==> config.mk <==
export PLATFORM = sky130hd
export DESIGN_NAME = cabac_bypass_decoder_seq
export DESIGN_NICKNAME = d
export VERILOG_FILES = /design/src/rtl/cabac_bypass_decoder_seq_pkg.sv /design/src/rtl/cabac_bypass_decoder_seq_bin_step.sv /design/src/rtl/cabac_bypass_decoder_seq.sv
export SDC_FILE = /design/constraint.sdc
export NUM_CORES = 1
export LEC_CHECK = 0
export ABC_AREA = 0
export BUFFER_PORTS_ARGS = -buffer_cell sky130_fd_sc_hd__buf_2
export CAP_MARGIN = 0
export CORE_AREA = 5 5 184 151
export DETAILED_ROUTE_END_ITERATION = 6
export DIE_AREA = 0 0 189 156
export HOLD_SLACK_MARGIN = 0.12
export PLACE_DENSITY = 0.64
export SYNTH_ARGS = -nofsm -noshare
export SYNTH_HDL_FRONTEND = slang
export SYNTH_HIERARCHICAL = 1
export SYNTH_SLANG_ARGS = --single-unit
==> constraint.sdc <==
create_clock -name clk -period 12.41 [get_ports clk]
set_clock_uncertainty 0.15 [all_clocks]
set_input_delay 0.6205 -clock clk [delete_from_list [all_inputs] [get_ports clk]]
set_output_delay 0.6205 -clock clk [all_outputs]
set_load 0.01 [all_outputs]
==> src/rtl/cabac_bypass_decoder_seq_pkg.sv <==
// Shared constants, FSM encoding and helpers for the CABAC bypass decoder.
package cabac_bypass_decoder_seq_pkg;

   localparam int SCALE_SHIFT = 7;
   localparam int VALUE_W     = 16;
   localparam int RANGE_W     = 9;
   localparam logic [RANGE_W-1:0] MIN_RANGE = 9'd256;

   typedef enum logic [2:0] {
      ST_IDLE  = 3'd0,
      ST_LOAD  = 3'd1,
      ST_READY = 3'd2,
      ST_STALL = 3'd3,
      ST_OUT   = 3'd4
   } state_t;

   // m_range aligned to the 16-bit offset register.
   function automatic logic [VALUE_W-1:0] scale_range(input logic [RANGE_W-1:0] range);
      scale_range = {range, {SCALE_SHIFT{1'b0}}};
   endfunction

endpackage

==> src/rtl/cabac_bypass_decoder_seq_bin_step.sv <==
// One equiprobable bin: shift one stream bit into the offset and compare with scaledRange.
module cabac_bypass_decoder_seq_bin_step
   import cabac_bypass_decoder_seq_pkg::*;
(
   input  logic [VALUE_W-1:0] value_in,
   input  logic [VALUE_W-1:0] scaled_range,
   input  logic               bit_in,
   output logic [VALUE_W-1:0] value_next,
   output logic               bin
);

   logic [VALUE_W:0] t_s;
   logic [VALUE_W:0] diff_s;

   // Compare and conditionally subtract; t is one bit wider than the offset.
   always_comb begin
      t_s    = {value_in, bit_in};
      diff_s = t_s - {1'b0, scaled_range};
      if (t_s >= {1'b0, scaled_range}) begin
         bin        = 1'b1;
         value_next = diff_s[VALUE_W-1:0];
      end else begin
         bin        = 1'b0;
         value_next = t_s[VALUE_W-1:0];
      end
   end

endmodule

==> src/rtl/cabac_bypass_decoder_seq.sv <==
// Sequential multi-bin CABAC bypass decoder: owns m_value and a byte-fed bit buffer,
// decodes 1..MAX_BINS equiprobable bins per accepted request.
module cabac_bypass_decoder_seq
   import cabac_bypass_decoder_seq_pkg::*;
#(
   parameter int MAX_BINS = 4,
   parameter int BUF_BITS = 32
)(
   input  logic                           clk,
   input  logic                           rst_n,
   input  logic                           init,
   input  logic [7:0]                     s_byte,
   input  logic                           s_valid,
   output logic                           s_ready,
   input  logic                           req_valid,
   output logic                           req_ready,
   input  logic [$clog2(MAX_BINS+1)-1:0]  req_nbins,
   input  logic [RANGE_W-1:0]             req_range,
   output logic                           bin_valid,
   input  logic                           bin_ready,
   output logic [MAX_BINS-1:0]            bin_out,
   output logic [$clog2(MAX_BINS+1)-1:0]  bin_count,
   output logic [VALUE_W-1:0]             value_out,
   output logic                           err_range
);

   localparam int NB_W  = $clog2(MAX_BINS+1);
   localparam int CNT_W = $clog2(BUF_BITS+1);

   state_t                         state_r;
   logic [BUF_BITS-1:0]            buf_r;
   logic [CNT_W-1:0]               bit_cnt_r;
   logic [VALUE_W-1:0]             value_r;
   logic [NB_W-1:0]                nbins_r;
   logic [RANGE_W-1:0]             range_r;
   logic                           bin_valid_r;
   logic [MAX_BINS-1:0]            bin_out_r;
   logic [NB_W-1:0]                bin_count_r;
   logic                           err_r;

   logic [NB_W-1:0]                req_nbins_s;
   logic [NB_W-1:0]                dec_nbins_s;
   logic [RANGE_W-1:0]             dec_range_s;
   logic [VALUE_W-1:0]             scaled_s;
   logic [MAX_BINS:0][VALUE_W-1:0] val_chain_s;
   logic [MAX_BINS-1:0]            bins_s;
   logic [MAX_BINS-1:0]            bin_field_s;
   logic [VALUE_W-1:0]             val_commit_s;
   logic                           bits_ok_s;
   logic                           req_fire_s;
   logic                           do_load_s;
   logic                           do_decode_s;
   logic                           byte_acc_s;
   logic                           range_bad_s;
   logic [CNT_W-1:0]               consume_s;
   logic [CNT_W-1:0]               remain_s;
   logic [BUF_BITS-1:0]            base_buf_s;
   logic [BUF_BITS-1:0]            buf_next_s;
   logic [CNT_W-1:0]               cnt_next_s;

   assign s_ready    = (state_r != ST_IDLE) && (bit_cnt_r <= CNT_W'(BUF_BITS - 8));
   assign req_ready  = (state_r == ST_READY) && !init;
   assign req_fire_s = req_valid && req_ready;
   assign byte_acc_s = s_valid && s_ready;

   assign bin_valid  = bin_valid_r;
   assign bin_out    = bin_out_r;
   assign bin_count  = bin_count_r;
   assign value_out  = value_r;
   assign err_range  = err_r;

   // Out-of-range bin counts decode a single bin; STALL replays the latched request.
   always_comb begin
      if ((req_nbins == '0) || (req_nbins > NB_W'(MAX_BINS))) begin
         req_nbins_s = NB_W'(1'b1);
      end else begin
         req_nbins_s = req_nbins;
      end
      if (state_r == ST_STALL) begin
         dec_nbins_s = nbins_r;
         dec_range_s = range_r;
      end else begin
         dec_nbins_s = req_nbins_s;
         dec_range_s = req_range;
      end
   end

   assign scaled_s       = scale_range(dec_range_s);
   assign val_chain_s[0] = value_r;

   genvar gi;
   generate
      for (gi = 0; gi < MAX_BINS; gi++) begin : g_step
         cabac_bypass_decoder_seq_bin_step u_step (
            .value_in     (val_chain_s[gi]),
            .scaled_range (scaled_s),
            .bit_in       (buf_r[BUF_BITS-1-gi]),
            .value_next   (val_chain_s[gi+1]),
            .bin          (bins_s[MAX_BINS-1-gi])
         );
      end
   endgenerate

   // Only the first dec_nbins stages commit; first bin ends up in the MSB of the used field.
   always_comb begin
      bin_field_s  = bins_s >> (MAX_BINS - int'(dec_nbins_s));
      val_commit_s = val_chain_s[dec_nbins_s];
      bits_ok_s    = bit_cnt_r >= CNT_W'(dec_nbins_s);
      range_bad_s  = (req_range < MIN_RANGE) || (value_r >= scale_range(req_range));
      do_load_s    = (state_r == ST_LOAD) && !init && (bit_cnt_r >= CNT_W'(VALUE_W));
      do_decode_s  = (req_fire_s && bits_ok_s) ||
                     ((state_r == ST_STALL) && !init && bits_ok_s);
   end

   // Bit buffer is MSB-aligned: consume shifts left, new bytes land below remaining bits.
   always_comb begin
      if (do_load_s) begin
         consume_s = CNT_W'(VALUE_W);
      end else if (do_decode_s) begin
         consume_s = CNT_W'(dec_nbins_s);
      end else begin
         consume_s = '0;
      end
      if (init) begin
         base_buf_s = '0;
         remain_s   = '0;
      end else begin
         base_buf_s = buf_r << consume_s;
         remain_s   = bit_cnt_r - consume_s;
      end
      if (byte_acc_s) begin
         buf_next_s = base_buf_s | ({s_byte, {(BUF_BITS-8){1'b0}}} >> remain_s);
         cnt_next_s = remain_s + CNT_W'(8);
      end else begin
         buf_next_s = base_buf_s;
         cnt_next_s = remain_s;
      end
   end

   // Control FSM with registered result, offset and sticky range error.
   always_ff @(posedge clk or negedge rst_n) begin
      if (!rst_n) begin
         state_r     <= ST_IDLE;
         buf_r       <= '0;
         bit_cnt_r   <= '0;
         value_r     <= '0;
         nbins_r     <= '0;
         range_r     <= '0;
         bin_valid_r <= 1'b0;
         bin_out_r   <= '0;
         bin_count_r <= '0;
         err_r       <= 1'b0;
      end else begin
         buf_r     <= buf_next_s;
         bit_cnt_r <= cnt_next_s;
         if (req_fire_s && range_bad_s) begin
            err_r <= 1'b1;
         end
         if (init) begin
            state_r     <= ST_LOAD;
            bin_valid_r <= 1'b0;
            bin_out_r   <= '0;
            bin_count_r <= '0;
         end else begin
            case (state_r)
               ST_IDLE: begin
                  state_r <= ST_IDLE;
               end
               ST_LOAD: begin
                  if (do_load_s) begin
                     value_r <= buf_r[BUF_BITS-1 -: VALUE_W];
                     state_r <= ST_READY;
                  end
               end
               ST_READY: begin
                  if (req_fire_s) begin
                     nbins_r <= req_nbins_s;
                     range_r <= req_range;
                     if (bits_ok_s) begin
                        value_r     <= val_commit_s;
                        bin_out_r   <= bin_field_s;
                        bin_count_r <= dec_nbins_s;
                        bin_valid_r <= 1'b1;
                        state_r     <= ST_OUT;
                     end else begin
                        state_r <= ST_STALL;
                     end
                  end
               end
               ST_STALL: begin
                  if (bits_ok_s) begin
                     value_r     <= val_commit_s;
                     bin_out_r   <= bin_field_s;
                     bin_count_r <= dec_nbins_s;
                     bin_valid_r <= 1'b1;
                     state_r     <= ST_OUT;
                  end
               end
               ST_OUT: begin
                  if (bin_ready) begin
                     bin_valid_r <= 1'b0;
                     state_r     <= ST_READY;
                  end
               end
               default: begin
                  state_r     <= ST_IDLE;
                  bin_valid_r <= 1'b0;
               end
            endcase
         end
      end
   end

endmodule
==> flow_summary_export.csv, run 1 <==
group,metric,value,unit
setup_path,crit_top_cell,"ha_1",
setup_path,critPathRequiredTime,12.52,ns
timing,finalHoldViolCount,0,
floorplanning,core_area,25800,um2
synth,yosysWarnings,6,
clocking,clock_path_buffers,2,
routing,drc,0,
floorplanning,die_w,189,um
timing,finalCritPeriodShare,89.1,%
final_layout,layout.nets,1553,
clocking,htree_levels,3,
timing,rsz0062_at_grt,"no",
global_routing,grt_max_degree,79,
clocking,root_buffer,"clkbuf_16",
synth,syn_inst,1431,
setup_path,startpoint_type,"flip-flop",
setup_path,critical_path.top_delay_family,"compound AO/OA/AOI/OAI gates",
routing,firstDrtPassIters,6,
routing,wire_per_inst,22.3,um
floorplanning,io_pins,53,
timing,finalCriticalPeriod,11.06,ns
clocking,cts_resized,0,
placed_design,dp_cells,1757,
synth,synth_edf_count,0,
floorplanning,dieArea,29500,um2
setup_path,critPathMaxStageDelay,0.57,ns
routing,vias,11300,
global_routing,grt_pass1_vias,10300,
synth,syn_area_per_cell,7.95,um2
timing,slew_headroom,16.1,%
setup_path,cp_slowest_cell,"dfrtp_1",
routing,drtIter0Drc,1610,
hold_path,min_path_type,"input pin to async pin",
placed_design,gp_congestion,0.986,
synth,synth-seq-cells,78,
global_routing,grt.total_usage,26.1,%
floorplanning,die_h,156,um
timing,slew_viol_final,0,
outcome,outcome,"finished clean",
floorplanning,row_count,53,
setup_path,critical_path_class,"flip-flop to flip-flop",
global_routing,grt_pass1_wl,61.0,mm
synth,async_reset_ff_share,100,%
global_routing,overflow,0,
timing,tns,0,ns
synth,synth_cell_types,104,
clocking,numCtsBuffers,9,
final_layout,num_antenna_cells,0,
clocking,cts-hold-fix-buffers,0,
final_layout,final-instance-count-excl-fill,1773,
routing,antenna_left,0,
setup_path,critPathBufInv,4,
clocking,clk_latency,0.35,ns
timing,fin_ws,1.35,ns
timing,max_freq,90.5,MHz
routing,routed_wl,39.6,mm
routing,viasPerCell,6.38,
clocking,postCtsSetupRepairBufs,0,
final_layout,num-fill-cells,2595,
clocking,tritoncts,"done",
timing,worst_pin_slew,1.25,ns
setup_path,end_kind,"flip-flop",
synth,ys.flop_type,"dfrtp_1",
placed_design,place_ws,1.63,ns
floorplanning,start_util,44.1,%
clocking,clock_sinks,78,
final_layout,drive_above_1_share,13.6,%
placed_design,numPortBuffers,52,
synth,netlist_area,11400,um2
global_routing,grt_antenna_before_repair,0,
placed_design,dp_hpwl,30.3,mm
run,cap_violations,0,
timing,final-setup-viol-count,0,
setup_path,critPathMaxFanout,28,
final_layout,synthToLayoutAreaGrowth,5.00,%
setup_path,crit_arrival,11.17,ns
synth,synth-seq-area-share,17.2,%
clocking,path_clk_slew,0.06,ns
-- final timing paths --
path,from,endpoint,slack [ns],cells past startpoint
hold / removal,rst_n,buf_r[2],0.30,1
min in group clk,range_r[0],range_r[0],0.32,2
max in group asynchronous,rst_n,bin_out[0],11.12,1
hold reg to reg,range_r[0],range_r[0],0.32,2
setup / recovery,state_r[1],value_out[5],1.35,40
setup reg to reg,state_r[1],value_out[5],1.35,40
-- cell usage after synthesis, types with 10 or more instances --
master / count / area, um2
o21a_1: 11 / 82.6
nor3_1: 21 / 105
o22ai_1: 23 / 144
and2_1: 16 / 100
o31ai_1: 30 / 225
mux2_2: 20 / 225
o21bai_1: 13 / 97.6
o211ai_1: 17 / 128
ha_1: 84 / 1050
nand4_1: 21 / 131
clkbuf_1: 49 / 184
buf_2: 13 / 65.1
nand3_1: 59 / 295
a211oi_1: 14 / 105
a21o_1: 23 / 173
a211o_1: 22 / 193
inv_1: 120 / 450
mux2_4: 25 / 375
nor2_1: 79 / 297
and3_1: 20 / 125
buf_4: 24 / 180
dfrtp_1: 78 / 1950
a21oi_1: 86 / 430
a21oi_2: 10 / 87.6
mux2i_1: 47 / 470
a31oi_1: 14 / 87.6
buf_6: 14 / 158
xor2_1: 20 / 175
xnor2_1: 30 / 263
a221o_1: 18 / 180
nand2_1: 122 / 458
o21ai_0: 95 / 475
-- per-layer routing --
layer	up-vias	wire (um)	share of wire [%]	track usage (%)
li1	5272	-	-	-
met1	5356	18700	47	39.3
met2	604	15700	40	36.6
met3	72	4410	11	7.85
met4	0	832	2.1	5.65
met5	-	0	0	0
-- final cells by class --
| cell class | count | area (um2) | share of cell area (%) |
|---|---|---|---|
| Inverter | 130 | 503 | 4.21 |
| Timing Repair Buffer | 69 | 390 | 3.27 |
| Multi-Input combinational cell | 1150 | 8400 | 70.3 |
| Clock inverter | 5 | 42.5 | 0.356 |
| Sequential cell | 78 | 1950 | 16.3 |
| Tap cell | 330 | 413 | 3.46 |
| Clock buffer | 11 | 243 | 2.03 |
-- cells by family (layout without fill, tap and decap cells) --
group,after synthesis,after routing,share of synthesized area (%)
DFF,78,78,17.2
buffers and inverters,234,215,10.1
xor gates and xnor gates,50,50,3.85
adders and majority gates,89,89,10.1
and+or+nand+nor,406,406,18.7
AOI/OAI and AO/OA,475,475,29.5
muxes,98,98,10.5
other,1,32,0.0330
-- cells in the final DEF (no fill, tap or decap), types with 32 or more instances in the layout --
master,synthesis,final
a21oi_1,86,85
buf_2,13,51
conb_1,1,32
dfrtp_1,78,78
ha_1,84,84
inv_1,120,120
mux2i_1,47,47
nand2_1,122,122
nand3_1,59,59
nor2_1,79,79
o21ai_0,95,95
-- flip-flops by register name (all words and copies together), names as in the netlist, 3 cells and up --
signal	count
buf_r	32
value_out	16
state_r	3
bit_cnt_r	6
nbins_r	3
range_r	9
bin_out	4
bin_count	3
-- per-stage QoR --
step           utilization, %  cell area [um2]  hold slack [ns]
2_1_floorplan               -            11500            0.175
3_3_place_gp             45.2            11700            0.305
3_5_place_dp             45.2            11700            0.306
4_1_cts                  46.3            11900            0.325
5_1_grt                  46.3            11900            0.351
6_report                 46.3            11900            0.304
Power of run 1 is left out: the tool's default activity adds up to more than one toggle a clock period on the data nets, which glitch-free logic cannot reach.
==> run 2: changes to the inputs <==
Settings changed: BUFFER_PORTS_ARGS -buffer_cell sky130_fd_sc_hd__buf_2 to unset, DONT_BUFFER_PORTS set to 1, PLACE_DENSITY 0.64 to 0.62.
==> run 2 against run 1 <==
Final cell count is 2.8% lower. Cell area is 1.9% lower. Global-route usage increased by 0.21 points. Worst hold slack lost 0.087 ns. Highest routed layer is now met5. Non-clock buffer count is 50 lower. Register-to-register slack got worse by 0.50 ns. Die area stayed put. Via count fell by 1.5%.
==> flow_summary_export.csv, run 2 (synthesis results as in run 1) <==
group,metric,value,unit
placed_design,numPortBuffers,0,
global_routing,grt_pass1_wl,61.5,mm
clocking,numCtsBuffers,9,
final_layout,final_cell_mix,"nand2_1, inv_1, o21ai_0",
routing,drtIter0Drc,1201,
timing,slew_viol_final,0,
setup_path,critPathRequiredTime,12.49,ns
floorplanning,start_util,44.1,%
final_layout,num_antenna_cells,0,
routing,firstDrtPassIters,5,
routing,routed_wl,39.9,mm
timing,finalCriticalPeriod,11.56,ns
setup_path,critPathMaxStageDelay,1.09,ns
placed_design,dp_hpwl,30.7,mm
routing,antenna_left,0,
final_layout,largest-register,"buf_r",
setup_path,critical_path_class,"flip-flop to flip-flop",
global_routing,overflow,0,
clocking,path_clk_slew,0.07,ns
final_layout,final-instance-count-excl-fill,1723,
timing,finalHoldViolCount,0,
setup_path,cp_slowest_cell,"o41ai_1",
final_layout,layout.nets,1503,
clocking,htree_levels,3,
final_layout,num-fill-cells,2527,
setup_path,crit_top_cell,"ha_1",
timing,final-setup-viol-count,0,
clocking,cts_resized,0,
final_layout,largest_reg_flops,32,
timing,worst_pin_slew,1.25,ns
hold_path,min_path_type,"input pin to flip-flop",
routing,wire_per_inst,23.2,um
routing,drc,0,
global_routing,grt_antenna_before_repair,1,
setup_path,critPathMaxFanout,35,
clocking,clk_latency,0.35,ns
final_layout,multi_input_area,8400,um2
placed_design,gp_congestion,0.999,
hold_path,min_path_cells,1,
final_layout,drive_above_1_share,10.4,%
floorplanning,dieArea,29500,um2
timing,tns,0,ns
floorplanning,die_w,189,um
final_layout,seq_area,1950,um2
floorplanning,core_area,25800,um2
run,cap_violations,0,
placed_design,dp_cells,1705,
global_routing,grt_max_degree,79,
setup_path,crit_arrival,11.63,ns
timing,slew_headroom,15.8,%
clocking,clock_path_buffers,2,
routing,vias,11100,
clocking,root_buffer,"clkbuf_16",
timing,finalCritPeriodShare,93.1,%
floorplanning,row_count,53,
global_routing,grt.total_usage,26.4,%
final_layout,synthToLayoutAreaGrowth,3.01,%
timing,max_freq,86.5,MHz
timing,rsz0062_at_grt,"no",
setup_path,startpoint_type,"flip-flop",
final_layout,final_common_cell,"nand2_1",
setup_path,r2r_cells,39,
global_routing,grt_pass1_vias,10100,
clocking,tritoncts,"done",
floorplanning,die_h,156,um
clocking,clock_sinks,78,
routing,viasPerCell,6.46,
setup_path,end_kind,"flip-flop",
outcome,outcome,"finished clean",
floorplanning,io_pins,53,
==> run 2: worst max-delay path: cells and delay by family (launching register included) <==
kind                       cells  cell delay [ns]
DFF                            1             0.59
muxes                          5             1.73
AOI/OAI and AO/OA             14             4.05
adders and majority gates      4             1.58
and+or+nand+nor               11             2.30
buffers and inverters          5             0.99
==> run 2: worst paths after layout <==
kind	start	to	slack (ns)
worst max-delay path	state_r[1]	value_out[7]	0.85
worst min-delay path	init	bin_valid	0.22
worst max register to register	state_r[1]	value_out[7]	0.85
worst min register to register	range_r[7]	range_r[7]	0.33
max in group asynchronous	rst_n	nbins_r[2]	11.11
min in group asynchronous	rst_n	buf_r[2]	0.68
==> run 2: final cells by class <==
| cell class | count | share of cell area [%] |
|---|---|---|
| tap | 330 | 3.52 |
| clock buffer | 11 | 2.07 |
| inverter | 130 | 4.29 |
| timing repair buffer | 19 | 1.41 |
| clock inverter | 5 | 0.363 |
| sequential | 78 | 16.7 |
| multi-input combinational | 1150 | 71.7 |
==> run 2: per-layer routing <==
metal  track usage [%]  vias up  wire [um]
met5                 0        -          7
met4              4.65        2        612
met3              8.17       59       4780
met2              36.1      602      15800
met1              40.6     5313      18700
li1                  -     5159          -
==> run 2: repair_timing <==
item / CTS / global route
hold buffers: 2 / 0
setup buffers: 0 / 0
setup endpoints to repair: 0 / 0
endpoints found under the hold margin: 78 / 0
==> run 2: per-stage QoR <==
stage / hold WS (ns) / worst slack, ns / instance area, um2 / util (%)
after global routing: 0.203 / 0.399 / 11700 / 45.4
after floorplan: 0.175 / 2.93 / 11500 / -
after CTS: 0.193 / 1.22 / 11700 / 45.4
after detailed placement: 0.178 / 1.28 / 11400 / 44.2
after global placement: 0.178 / 1.37 / 11400 / 44.2
final: 0.217 / 0.854 / 11700 / 45.4
Power of run 2 is left out for the same reason.
